## config.mk

```make
export PLATFORM = sky130hd
export DESIGN_NAME = mem_lsu_adapter
export DESIGN_NICKNAME = d
export VERILOG_FILES = /design/src/rtl/mem_lsu_pkg.sv /design/src/rtl/mem_rsp_fifo.sv /design/src/rtl/mem_lsu_adapter.sv
export SDC_FILE = /design/constraint.sdc
export NUM_CORES = 1
export LEC_CHECK = 0
export ABC_AREA = 1
export BUFFER_PORTS_ARGS = -buffer_cell sky130_fd_sc_hd__buf_2
export CAP_MARGIN = 20
export CORE_MARGIN = 2
export CORE_UTILIZATION = 53
export DETAILED_ROUTE_END_ITERATION = 7
export GPL_ROUTABILITY_DRIVEN = 0
export PLACE_DENSITY_LB_ADDON = 0.1
export SETUP_SLACK_MARGIN = 0.02
export SYNTH_ARGS = -nofsm -noshare
export SYNTH_HDL_FRONTEND = slang
export SYNTH_SLANG_ARGS = --single-unit
```

## constraint.sdc

```tcl
create_clock -name clk -period 3.88 [get_ports clk]
set_input_delay 0.194 -clock clk [delete_from_list [all_inputs] [get_ports clk]]
set_output_delay 0.194 -clock clk [all_outputs]
set_load 0.01 [all_outputs]
```

## src/rtl/mem_lsu_pkg.sv

```systemverilog
// rtl/mem_lsu_pkg.sv - shared types and helpers for the load/store adapter
package mem_lsu_pkg;

  typedef enum logic [1:0] {
    SZ_BYTE = 2'b00,
    SZ_HALF = 2'b01,
    SZ_WORD = 2'b10,
    SZ_ILL  = 2'b11
  } size_e;

  // Request attributes carried across the one-cycle SRAM read latency
  typedef struct packed {
    logic       we;
    size_e      size;
    logic [1:0] off;
    logic       uns;
    logic       err;
  } inflight_t;

  typedef struct packed {
    logic [31:0] rdata;
    logic        err;
  } rsp_t;

  // Illegal size or an address not aligned to the access size
  function automatic logic size_err(input size_e size, input logic [1:0] off);
    logic e;
    case (size)
      SZ_HALF: e = off[0];
      SZ_WORD: e = (off != 2'b00);
      SZ_ILL:  e = 1'b1;
      default: e = 1'b0;
    endcase
    return e;
  endfunction

  function automatic logic [3:0] byte_mask(input size_e size, input logic [1:0] off);
    logic [3:0] m;
    case (size)
      SZ_BYTE: m = 4'b0001 << off;
      SZ_HALF: m = off[1] ? 4'b1100 : 4'b0011;
      SZ_WORD: m = 4'b1111;
      default: m = 4'b0000;
    endcase
    return m;
  endfunction

  // Move the addressed lane down to bit 0, then sign- or zero-extend
  function automatic logic [31:0] load_extend(input logic [31:0] rdata, input size_e size,
                                              input logic [1:0] off, input logic uns);
    logic [31:0] s;
    logic [31:0] r;
    s = rdata >> {off, 3'b000};
    case (size)
      SZ_BYTE: r = uns ? {24'h0, s[7:0]}  : {{24{s[7]}}, s[7:0]};
      SZ_HALF: r = uns ? {16'h0, s[15:0]} : {{16{s[15]}}, s[15:0]};
      SZ_WORD: r = s;
      default: r = 32'h0;
    endcase
    return r;
  endfunction

endpackage

```

## src/rtl/mem_rsp_fifo.sv

```systemverilog
// rtl/mem_rsp_fifo.sv - small synchronous FIFO with count and same-cycle push/pop
module mem_rsp_fifo #(
  parameter int WIDTH = 33,
  parameter int DEPTH = 3
) (
  input  logic                         clk,
  input  logic                         rst_n,
  input  logic                         push,
  input  logic [WIDTH-1:0]             push_data,
  input  logic                         pop,
  output logic                         valid,
  output logic [WIDTH-1:0]             head,
  output logic [$clog2(DEPTH+1)-1:0]   count
);

  localparam int CNT_W = $clog2(DEPTH + 1);
  localparam int PTR_W = (DEPTH > 1) ? $clog2(DEPTH) : 1;

  logic [WIDTH-1:0] mem [DEPTH];
  logic [PTR_W-1:0] wr_ptr;
  logic [PTR_W-1:0] rd_ptr;
  logic             full;
  logic             do_pop;

  assign full   = (count == CNT_W'(DEPTH));
  assign valid  = (count != '0);
  assign do_pop = pop & valid;
  assign head   = mem[rd_ptr];

  // Depth need not be a power of two, so pointers wrap explicitly
  function automatic logic [PTR_W-1:0] ptr_inc(input logic [PTR_W-1:0] p);
    return (p == PTR_W'(DEPTH - 1)) ? '0 : p + 1'b1;
  endfunction

  // Entry storage; contents are only meaningful while counted
  always_ff @(posedge clk) begin
    if (push) mem[wr_ptr] <= push_data;
  end

  // Pointers and occupancy; a pop frees its slot in the same cycle as a push
  always_ff @(posedge clk or negedge rst_n) begin
    if (!rst_n) begin
      wr_ptr <= '0;
      rd_ptr <= '0;
      count  <= '0;
    end else begin
      if (push)   wr_ptr <= ptr_inc(wr_ptr);
      if (do_pop) rd_ptr <= ptr_inc(rd_ptr);
      case ({push, do_pop})
        2'b10:   count <= count + 1'b1;
        2'b01:   count <= count - 1'b1;
        default: count <= count;
      endcase
    end
  end

  // Upstream credit accounting must never push into a full FIFO
  a_no_overflow: assert property (@(posedge clk) disable iff (!rst_n) !(push && full && !do_pop));

endmodule

```

## src/rtl/mem_lsu_adapter.sv

```systemverilog
// rtl/mem_lsu_adapter.sv - byte-addressed load/store front end for a single-port SRAM
module mem_lsu_adapter
  import mem_lsu_pkg::*;
#(
  parameter int DEPTH      = 2048,
  parameter int ADDR_WIDTH = $clog2(DEPTH),
  parameter int RESP_DEPTH = 3
) (
  input  logic                    clk,
  input  logic                    rst_n,
  input  logic                    i_req_valid,
  output logic                    o_req_ready,
  input  logic [ADDR_WIDTH+1:0]   i_req_addr,
  input  logic                    i_req_we,
  input  logic [1:0]              i_req_size,
  input  logic                    i_req_unsigned,
  input  logic [31:0]             i_req_wdata,
  output logic                    o_rsp_valid,
  input  logic                    i_rsp_ready,
  output logic [31:0]             o_rsp_rdata,
  output logic                    o_rsp_err,
  output logic [ADDR_WIDTH-1:0]   o_mem_addr,
  output logic [31:0]             o_mem_wdata,
  output logic [3:0]              o_mem_wen,
  input  logic [31:0]             i_mem_rdata
);

  localparam int CNT_W = $clog2(RESP_DEPTH + 1);

  size_e            req_size;
  logic             req_err;
  logic             accept;
  logic             ready_en;
  logic [CNT_W:0]   occupancy;
  logic             inflight_vld;
  inflight_t        inflight;
  rsp_t             push_rsp;
  rsp_t             head_rsp;
  logic             fifo_valid;
  logic [CNT_W-1:0] fifo_count;

  assign req_size = size_e'(i_req_size);
  assign req_err  = size_err(req_size, i_req_addr[1:0]);

  // Queued plus in-flight responses bound how many requests may be outstanding
  assign occupancy   = {1'b0, fifo_count} + {{CNT_W{1'b0}}, inflight_vld};
  assign o_req_ready = ready_en & (occupancy < (CNT_W + 1)'(RESP_DEPTH));
  assign accept      = i_req_valid & o_req_ready;

  // Holds ready low through reset and until the first clock after release
  always_ff @(posedge clk or negedge rst_n) begin
    if (!rst_n) ready_en <= 1'b0;
    else        ready_en <= 1'b1;
  end

  // SRAM port drive: lane-replicated data, enables only for accepted legal stores
  always_comb begin
    o_mem_addr = i_req_addr[ADDR_WIDTH+1:2];
    o_mem_wen  = 4'b0000;
    case (req_size)
      SZ_BYTE: o_mem_wdata = {4{i_req_wdata[7:0]}};
      SZ_HALF: o_mem_wdata = {2{i_req_wdata[15:0]}};
      default: o_mem_wdata = i_req_wdata;
    endcase
    if (accept && i_req_we && !req_err) o_mem_wen = byte_mask(req_size, i_req_addr[1:0]);
  end

  // Remember what was asked for while the SRAM produces its read data
  always_ff @(posedge clk or negedge rst_n) begin
    if (!rst_n) begin
      inflight_vld <= 1'b0;
      inflight     <= '0;
    end else begin
      inflight_vld <= accept;
      if (accept) begin
        inflight.we   <= i_req_we;
        inflight.size <= req_size;
        inflight.off  <= i_req_addr[1:0];
        inflight.uns  <= i_req_unsigned;
        inflight.err  <= req_err;
      end
    end
  end

  // Build the response from this cycle's SRAM data; stores and errors return zero
  always_comb begin
    push_rsp.err   = inflight.err;
    push_rsp.rdata = 32'h0;
    if (!inflight.we && !inflight.err)
      push_rsp.rdata = load_extend(i_mem_rdata, inflight.size, inflight.off, inflight.uns);
  end

  mem_rsp_fifo #(
    .WIDTH ($bits(rsp_t)),
    .DEPTH (RESP_DEPTH)
  ) u_rsp_fifo (
    .clk       (clk),
    .rst_n     (rst_n),
    .push      (inflight_vld),
    .push_data (push_rsp),
    .pop       (i_rsp_ready),
    .valid     (fifo_valid),
    .head      (head_rsp),
    .count     (fifo_count)
  );

  assign o_rsp_valid = fifo_valid;
  assign o_rsp_rdata = fifo_valid ? head_rsp.rdata : 32'h0;
  assign o_rsp_err   = fifo_valid & head_rsp.err;

endmodule

```

==> reports/summary.txt, run 1 <==
Worst Skew: 0.0139 ns
# fillers: 909
Reg2reg end: u_rsp_fifo.mem[1][32]$_DFFE_PP_
Unique masters post-synth: 30
Top cells by area, synth: edfxtp_1, nand2_1, dfrtp_1
Clock Tree Buf Depth: 2
Router iterations before antenna repair: 5
Worst-path fanout max: 21
Yosys warns: 0
Layout cells sized above 1: 0.245
Site Rows: 38
Hold WC Path Type: input pin to register
Synth-to-Final Area Change: 20.1%
Hold path start: i_req_unsigned
#FFs+latches synth: 114
Overflow after GRT: 0
Fin crit period: 2.86 ns
Maximum number of pins on one net before global-route repair: 41
P_leak: 3.66 nW
CTS clock-pin slew for the worst setup and hold paths: 0.05 ns
# H-tree levels: 4
CP Data Required Time: 3.69 ns
Slew headroom: 0.440
WL per Instance: 15.8 microns
Global-route wire length before repair: 24100 microns
Worst Tran Pin Value: 0.840 ns
Cells resized by post-CTS repair: 0
Mapped cell area: 6040 sq um
Pwr dens: 760 nW/um^2
R2R depth: 6
Clock sinks: 114
Max-Cap Viols: 0
Clk root buf: clkbuf_16
Tot GR Track Use: 0.249
Post-synth top cells: nand2_1, edfxtp_1, inv_1
Hold path cells: 3
Post-synthesis sequential area ratio: 0.554
Critical path arrival: 2.67 ns
Top-area cell type share of the netlist area: 0.492
Chip height: 111 microns
Reg2reg start: inflight[3]$_DFFE_PN0P_
RSZ-0062 raised after global routing: false
Clock Latency Late Sink: 0.41 ns
Final period util: 0.738
Post-Syn Instances: 692
CTS tree: yes
Setup TNS: 0 ns
EDFF count, synth: 99
Asr flop ratio synth: 0.132
Most numerous cell in the Yosys netlist: nand2_1
Number of I/O port buffers: 144
Number of vias per cell: 5.28
Starting Density: 0.550
WHS Endpoint: inflight[1]$_DFFE_PN0P_
Synthesized area per cell: 8.73 sq um
# IOs: 167
Crit start category: register
Vias after detailed routing: 5097
Synthesized Nets: 780
Initial DRC count: 420
# nets final: 900
Hold Fails Final Rpt: 0
Post-DP HPWL: 10400 microns
PnR Total Power: 5.51 mW
Max Freq: 349 MHz
Total wire length: 15300 microns
Primary FF master, synth: edfxtp_1
Vias in the first global route: 4819
Core ar.: 11000 sq um
Die X: 111 microns
Initial antenna violation count: 0
Leading area contributor after synthesis: edfxtp_1
Final Max Tran Viols: 0
Status: finished clean
Die area: 12300 sq um
Num CTS Buffers: 17
Drc violations: 0
CP endpoint kind: output pin
Flop2flop setup slack: 1.53 ns
Ant. Diodes: 0
WS Path Type: register to output pin
Antenna viol nets, final: 0
Max VDD drop: 0.375 mV
Final setup vio count: 0
## through the flow
| step | utilization | hold slack, ns | area, sq um | worst slack (ns) | cells |
|---|---|---|---|---|---|
| after floorplan | - | -0.102 | 6040 | 0.658 | 692 |
| after global placement | 0.606 | 0.114 | 6660 | 1.45 | 931 |
| after detailed placement | 0.606 | 0.118 | 6660 | 1.43 | 931 |
| after CTS | 0.661 | 0.0155 | 7250 | 0.958 | 965 |
| after global routing | 0.661 | 0.0234 | 7250 | 0.814 | 965 |
| final | 0.661 | 0.0225 | 7250 | 1.02 | 965 |
## how the worst max path moves through the flow
stage                                                 from                             end  slack, ns
final                     u_rsp_fifo.rd_ptr[1]$_DFFE_PN0N_                  o_rsp_rdata[6]       1.02
after global routing      u_rsp_fifo.rd_ptr[1]$_DFFE_PN0N_                 o_rsp_rdata[10]       0.81
after CTS                 u_rsp_fifo.rd_ptr[1]$_DFFE_PN0N_                  o_rsp_rdata[6]       0.96
after detailed placement  u_rsp_fifo.rd_ptr[1]$_DFFE_PN0N_                 o_rsp_rdata[10]       1.43
after global placement    u_rsp_fifo.rd_ptr[1]$_DFFE_PN0N_                  o_rsp_rdata[8]       1.45
after floorplan                     inflight_vld$_DFF_PN0_  u_rsp_fifo.mem[0][0]$_DFFE_PP_       0.66
## placed cells by master, fill, tap and decap left out
| master | synthesis | layout |
|---|---|---|
| a21oi_1 | 12 | 12 |
| a22oi_1 | 15 | 15 |
| a31oi_1 | 4 | 4 |
| buf_2 | 9 | 144 |
| buf_4 | 24 | 8 |
| bufinv_16 | 0 | 3 |
| clkbuf_1 | 14 | 4 |
| clkbuf_16 | 0 | 17 |
| clkinv_1 | 1 | 3 |
| clkinv_2 | 0 | 3 |
| clkinv_4 | 0 | 2 |
| clkinvlp_4 | 0 | 1 |
| conb_1 | 1 | 1 |
| dfrtp_1 | 15 | 15 |
| dlygate4sd3_1 | 0 | 2 |
| edfxtp_1 | 99 | 99 |
| ha_1 | 3 | 3 |
| inv_1 | 66 | 66 |
| inv_2 | 2 | 2 |
| inv_4 | 1 | 1 |
| nand2_1 | 289 | 289 |
| nand2_4 | 1 | 1 |
| nand3_1 | 59 | 59 |
| nand3_2 | 11 | 11 |
| nand3_4 | 2 | 2 |
| nor2_1 | 19 | 19 |
| nor2_2 | 3 | 3 |
| nor2_4 | 1 | 1 |
| nor3_1 | 4 | 1 |
| nor3_2 | 0 | 3 |
| o211ai_1 | 3 | 3 |
| o21ai_0 | 23 | 23 |
| o21ai_1 | 1 | 1 |
| o21bai_1 | 2 | 2 |
| xnor2_1 | 2 | 2 |
## what timing repair did
| action | 4_1_cts | 5_1_grt |
|---|---|---|
| setup buffers | 0 | 0 |
| endpoints found under the hold margin | 16 | 0 |
| hold buffers | 2 | 0 |
## worst max-delay path, stage by stage (launching register included)
cell and delay, ns:
dfrtp_1 0.69, nor2_2 0.74, buf_4 0.37, nand2_1 0.10
nand3_1 0.10, nand2_1 0.06, inv_1 0.06, buf_2 0.12
## routing by layer
layer,track usage,vias up,routed length (microns)
li1,-,2474,-
met4,0.0950,0,372
met3,0.0530,36,1020
met5,0,-,0
met1,0.308,2375,6270
met2,0.430,212,7600
## sequential cells by signal, indices dropped and copies added, names as in the netlist
register,flops
inflight_vld,1
u_rsp_fifo.count,2
u_rsp_fifo.wr_ptr,2
u_rsp_fifo.rd_ptr,2
u_rsp_fifo.mem,99
inflight,7
ready_en,1
## area by class of cell
cell class / instances / area, sq um / area share
repair buffers: 154 / 801 / 0.110
clock buffers: 21 / 440 / 0.0607
well taps: 140 / 175 / 0.0241
flip-flops and latches: 114 / 3350 / 0.462
clock inverters: 11 / 138 / 0.0190
inverters: 70 / 265 / 0.0366
multi-input cells: 455 / 2090 / 0.288
## cells by family (layout without fill, tap and decap cells)
| group | count (synthesis) | in the layout | synth area share |
|---|---|---|---|
| buf+inv | 123 | 256 | 0.102 |
| flops | 114 | 114 | 0.554 |
| xor+xnor | 2 | 2 | 0.00290 |
| simple gates | 389 | 389 | 0.275 |
| fa+ha+maj | 3 | 3 | 0.00622 |
| other cells | 1 | 1 | 0.000621 |
| compound gates | 60 | 60 | 0.0588 |
## power by group
part | internal [mW] | total, mW | switching [mW] | leakage [nW]
clock | 1.00 | 1.51 | 0.508 | 0.280
sequential | 1.65 | 1.79 | 0.144 | 1.11
combinational | 0.720 | 2.21 | 1.49 | 2.27
No activity file was read; power rests on OpenSTA's default activity.
==> inputs of run 2 (changes only) <==
- CORE_UTILIZATION: 53 -> 48
- clock period: 3.88 -> 2.6 ns (I/O delays scaled with it)
==> run 2 against run 1 <==
  * Setup slack got worse by 0.80 ns
  * Combinational power rose by 51%
  * Utilization fell by 6.0 points
  * Wire length fell by 2.9%
  * Clock skew fell by 0.0050 ns
  * Critical path type unchanged
  * Highest routed layer unchanged
==> reports/summary.txt, run 2 (synthesized netlist as in run 1, its figures left out) <==
Commonest non-fill, non-tap cell in the layout: nand2_1
Final Max Tran Viols: 0
# fillers: 1036
Drc violations: 0
Flop2flop setup slack: 0.62 ns
Site Rows: 40
Max Freq: 419 MHz
Vias after detailed routing: 4959
Registers with the most flip-flops: u_rsp_fifo.mem (99), inflight (7)
Combinational share of power: 0.411
# nets final: 905
Number of I/O port buffers: 144
# H-tree levels: 4
Final setup vio count: 0
Vias in the first global route: 4758
CP Data Required Time: 2.47 ns
Post-placement cell count: 962
Status: finished clean
Initial antenna violation count: 0
Die area: 13500 sq um
Total wire length: 14800 microns
WS Path Type: register to output pin
Synth-to-Final Area Change: 21.0%
Clock Latency Late Sink: 0.41 ns
WL per Instance: 14.9 microns
Fin crit period: 2.39 ns
Tot GR Track Use: 0.231
Hold Fails Final Rpt: 0
CTS clock-pin slew for the worst setup and hold paths: 0.05 ns
Number of vias per cell: 4.97
DP Area: 6710 sq um
Max-Cap Viols: 0
Num CTS Buffers: 17
Sw frac: 0.391
CP endpoint kind: output pin
Core ar.: 12200 sq um
Final std cells w/o fill: 998
Max VDD drop: 0.556 mV
# IOs: 167
Internal: 4.94 mW
Global-route wire length before repair: 23300 microns
Area occupied by multi-input gates: 2090 sq um
Antenna viol nets, final: 0
Commonest cells after routing, fill and taps aside: nand2_1, buf_2, edfxtp_1
Number of flip-flops under the largest register name: 99
Sequential Power Share: 0.327
Clock Tree Buf Depth: 2
Clk root buf: clkbuf_16
Initial DRC count: 318
CTS tree: yes
Switching Power: 3.17 mW
RSZ-0062 raised after global routing: false
Router iterations before antenna repair: 4
Cell family with most CP delay: simple AND/OR/NAND/NOR gates
Clock sinks: 114
CP max-delay cell: dfrtp_1
Final period util: 0.918
Pwr dens: 1110 nW/um^2
Critical path arrival: 2.26 ns
Starting Density: 0.497
CP peak stage delay: 0.42 ns
P_leak: 3.67 nW
Worst Skew: 0.00885 ns
Ant. Diodes: 0
Chip height: 116 microns
Fin area: 7310 sq um
Register area: 3350 sq um
CP bufs+invs: 1
Worst path cell trace: ha_1, ha_1, nand2_1, nand2_1, nor2_1, nand2_2, nor2_1, nand2_1, nor2_1, buf_2
Slew headroom: 0.463
Post-DP HPWL: 10000 microns
Power share of the clock group: 0.262
Die X: 116 microns
Layout cells sized above 1: 0.251
Hold WC Path Type: input pin to register
Crit start category: register
PnR Total Power: 8.11 mW
Maximum number of pins on one net before global-route repair: 41
Overflow after GRT: 0
Most flop-heavy register: u_rsp_fifo.mem
Worst Tran Pin Value: 0.799 ns
Worst-path fanout max: 13
run 2: changes by cell type in the layout (fill, tap and decap cells not counted), sizes merged:
cell / previous run / this run
buf: 152 / 155
bufinv: 3 / 2
clkbuf: 21 / 18
clkinv: 8 / 11
clkinvlp: 1 / 2
dlygate4sd3: 2 / 4
run 2: path summary, 6_finish.rpt:
kind,cells after the start,endpoint,startpoint
hold / removal,3,inflight[2]$_DFFE_PN0P_,i_req_addr[0]
min in group asynchronous,2,u_rsp_fifo.wr_ptr[1]$_DFFE_PN0P_,rst_n
max in group asynchronous,2,inflight[4]$_DFFE_PN0P_,rst_n
setup / recovery,10,o_mem_wen[3],u_rsp_fifo.count[0]$_DFFE_PN0P_
hold reg to reg,1,u_rsp_fifo.wr_ptr[0]$_DFFE_PN0P_,inflight_vld$_DFF_PN0_
setup reg to reg,5,u_rsp_fifo.mem[0][13]$_DFFE_PP_,inflight[2]$_DFFE_PN0P_
run 2: area by class of cell:
cell class                 instances  share of cell area
clock buffer                      18              0.0587
clock inverter                    14              0.0166
inverter                          70              0.0363
multi-input combinational        455               0.286
sequential                       114               0.458
tap                              168              0.0288
timing repair buffer             159               0.115
run 2: power by group through the flow:
stage                     clock network (mW)  registers (mW)  logic (mW)
after floorplan                            0            2.61        2.46
after global placement                     0            2.67        3.30
after detailed placement                   0            2.68        3.35
after CTS                               2.17            2.65        3.38
after global routing                    2.24            2.68        3.80
final                                   2.12            2.65        3.34
run 2: layer usage:
metal | global-route usage | wire (microns) | share of wire | vias to the layer above
li1 | - | - | - | 2487
met1 | 0.293 | 6450 | 0.43 | 2300
met2 | 0.391 | 7400 | 0.50 | 158
met3 | 0.0581 | 897 | 0.061 | 14
met4 | 0.0746 | 79 | 0.0053 | 0
met5 | 0 | 0 | 0 | -
run 2: timing repair:
| item | in CTS | in global routing |
|---|---|---|
| endpoints found under the hold margin | 18 | 0 |
| setup buffers | 0 | 0 |
| setup endpoints to repair | 0 | 4 |
| resized for setup | 0 | 1 |
| hold buffers | 4 | 0 |
run 2: worst min-delay path, cell delays in order:
cell and delay, ns:
buf_2 0.11, inv_1 0.06, o21ai_0 0.08
run 2: metrics by stage:
stage	hold slack [ns]	worst slack (ns)	util	TNS (ns)
finish	0.0417	0.213	0.601	0
global route	0.0836	0.0309	0.601	0
CTS	0.0278	0.0994	0.601	0
detailed placement	0.0469	0.558	0.552	0
global placement	0.0463	0.619	0.552	0
floorplan	-0.166	-0.622	-	-61.50
==> inputs of run 3 (changes only) <==
- clock period: 2.6 -> 1.95 ns (I/O delays scaled with it)
==> run 3 against run 2 <==
  * The flow now finishes with violations (setup timing)
  * Die area unchanged
  * Via count increased by 4.7%
  * Clock power increased by 49%
  * Design area increased by 4.5%
  * Critical path depth unchanged
  * Count of clock-buffer cells in the layout increased by 2
  * Wire length increased by 6.2%
==> reports/summary.txt, run 3 (synthesized netlist as in run 1, its figures left out) <==
# nets final: 926
RSZ-0062 raised after global routing: true
Cell family with most CP delay: simple AND/OR/NAND/NOR gates
Post-placement cell count: 974
CP endpoint kind: output pin
Fin crit period: 2.06 ns
CTS tree: yes
Total wire length: 15700 microns
# IOs: 167
CTS clock-pin slew for the worst setup and hold paths: 0.06 ns
Layout cells sized above 1: 0.278
Hold WC Path Type: input pin to register
Die area: 13500 sq um
Tot GR Track Use: 0.241
Vias in the first global route: 4795
Die X: 116 microns
Final setup vio count: 4
Ant. Diodes: 0
Final worst setup slack: -0.109 ns
WL per Instance: 15.4 microns
Top Metal Used: met4
Site Rows: 40
Clock sinks: 114
Antenna viol nets, final: 0
Commonest non-fill, non-tap cell in the layout: nand2_1
Synth-to-Final Area Change: 26.4%
CP Data Required Time: 1.85 ns
Router iterations before antenna repair: 5
Final std cells w/o fill: 1019
Number of flip-flops under the largest register name: 99
Worst slack, placed: 0.160 ns
Commonest cells after routing, fill and taps aside: nand2_1, buf_2, edfxtp_1
Met3 routed WL: 1020 microns
WS Path Type: register to output pin
CP peak stage delay: 0.39 ns
Pwr dens: 1530 nW/um^2
Initial DRC count: 363
Worst Setup SP: u_rsp_fifo.count[0]$_DFFE_PN0P_
Hold Fails Final Rpt: 0
CP max-delay cell: dfrtp_1
Starting Density: 0.497
Final period util: 1.06
Crit start category: register
Post-DP HPWL: 10600 microns
Hold slack: 0.00466 ns
Chip height: 116 microns
Hold path start: i_req_addr[0]
Worst path cell trace: ha_2, ha_4, nand2_2, nand2_2, nor2_4, nand2_2, nor2_4, nand2_2, nor2_1, buf_2
CP bufs+invs: 1
Metal2 WL: 7630 microns
Drc violations: 0
Num CTS Buffers: 17
Final Max Tran Viols: 0
Clock Tree Buf Depth: 2
Number of vias per cell: 5.10
Critical path arrival: 1.96 ns
Fin util: 0.628
Worst-path fanout max: 4
Core ar.: 12200 sq um
Max-Cap Viols: 0
# fillers: 1063
Max VDD drop: 0.732 mV
Overflow after GRT: 0
Clock Latency Late Sink: 0.41 ns
Clk root buf: clkbuf_16
Registers with the most flip-flops: u_rsp_fifo.mem (99), inflight (7)
Most flop-heavy register: u_rsp_fifo.mem
Number of I/O port buffers: 144
Global-route wire length before repair: 24400 microns
Worst Skew: 0.00864 ns
P_leak: 3.82 nW
Reg2reg start: u_rsp_fifo.count[0]$_DFFE_PN0P_
Status: finished, violations left
Maximum number of pins on one net before global-route repair: 35
Failing checks: setup timing
# H-tree levels: 4
Max Freq: 486 MHz
Vias after detailed routing: 5193
M1 wire length: 6830 microns
CP most frequent cell: nand2_2
Initial antenna violation count: 0
[run 3: changes by cell type in the layout (fill, tap and decap cells not counted), moves of 3 or more]
| cell | before | now |
|---|---|---|
| buf_4 | 11 | 24 |
| buf_6 | 0 | 6 |
| clkinv_2 | 7 | 4 |
| nand2_1 | 288 | 285 |
| nand2_2 | 1 | 4 |
| nor2_1 | 19 | 16 |
| nor3_2 | 3 | 0 |
| nor3_4 | 0 | 3 |
[run 3: repair_timing]
| item | CTS | global route |
|---|---|---|
| pin swaps | 8 | 9 |
| endpoints found under the hold margin | 18 | 0 |
| setup endpoints to repair | 4 | 29 |
| hold buffers | 4 | 0 |
| buffers inserted | 8 | 3 |
| resized for setup | 7 | 12 |
[run 3: metrics by stage]
| step | TNS [ns] | total power, mW | instance area (sq um) |
|---|---|---|---|
| 2_1_floorplan | -25.84 | 6.76 | 6050 |
| 3_3_place_gp | 0 | 8.24 | 6850 |
| 3_5_place_dp | 0 | 8.31 | 6850 |
| 4_1_cts | -0.636 | 11.6 | 7580 |
| 5_1_grt | -0.792 | 12.4 | 7630 |
| 6_report | -0.379 | 11.6 | 7630 |
[run 3: final timing paths]
kind | endpoint | slack, ns | cells past startpoint
setup / recovery | o_mem_wen[2] | -0.11 | 10
hold / removal | inflight[2]$_DFFE_PN0P_ | 0.005 | 3
setup reg to reg | inflight[0]$_DFFE_PN0P_ | 0.10 | 13
hold reg to reg | inflight[6]$_DFFE_PN0P_ | 0.52 | 2
max in group asynchronous | u_rsp_fifo.count[1]$_DFFE_PN0P_ | 1.56 | 2
min in group asynchronous | inflight[3]$_DFFE_PN0P_ | 0.13 | 2
[run 3: worst reg2reg max path, stage by stage (launching register included)]
cell and delay [ns]:
dfrtp_1 0.39, ha_2 0.19, ha_4 0.27, nand2_2 0.05
nand2_2 0.07, nor2_4 0.04, nand2_2 0.09, nor2_4 0.05
buf_4 0.12, buf_4 0.12, buf_6 0.10, buf_6 0.10
buf_6 0.10, a21oi_2 0.09
[run 3: cell type report]
class / count / area [sq um] / share of cell area
clock buffer: 20 / 437 / 0.0572
clock inverter: 12 / 164 / 0.0215
inverter: 70 / 265 / 0.0348
multi-input combinational: 455 / 2160 / 0.283
sequential: 114 / 3350 / 0.439
tap: 168 / 210 / 0.0275
timing repair buffer: 180 / 1050 / 0.137
[run 3: power breakdown]
group	internal (mW)	total, mW	switching (mW)
Clock	2.12	3.15	1.04
Sequential	3.27	3.51	0.234
Combinational	1.73	4.98	3.25
[run 3: per-layer routing]
layer / track usage / vias to the layer above
li1: - / 2533
met1: 0.329 / 2440
met2: 0.388 / 194
met3: 0.0436 / 26
met4: 0.0889 / 0
met5: 0 / -
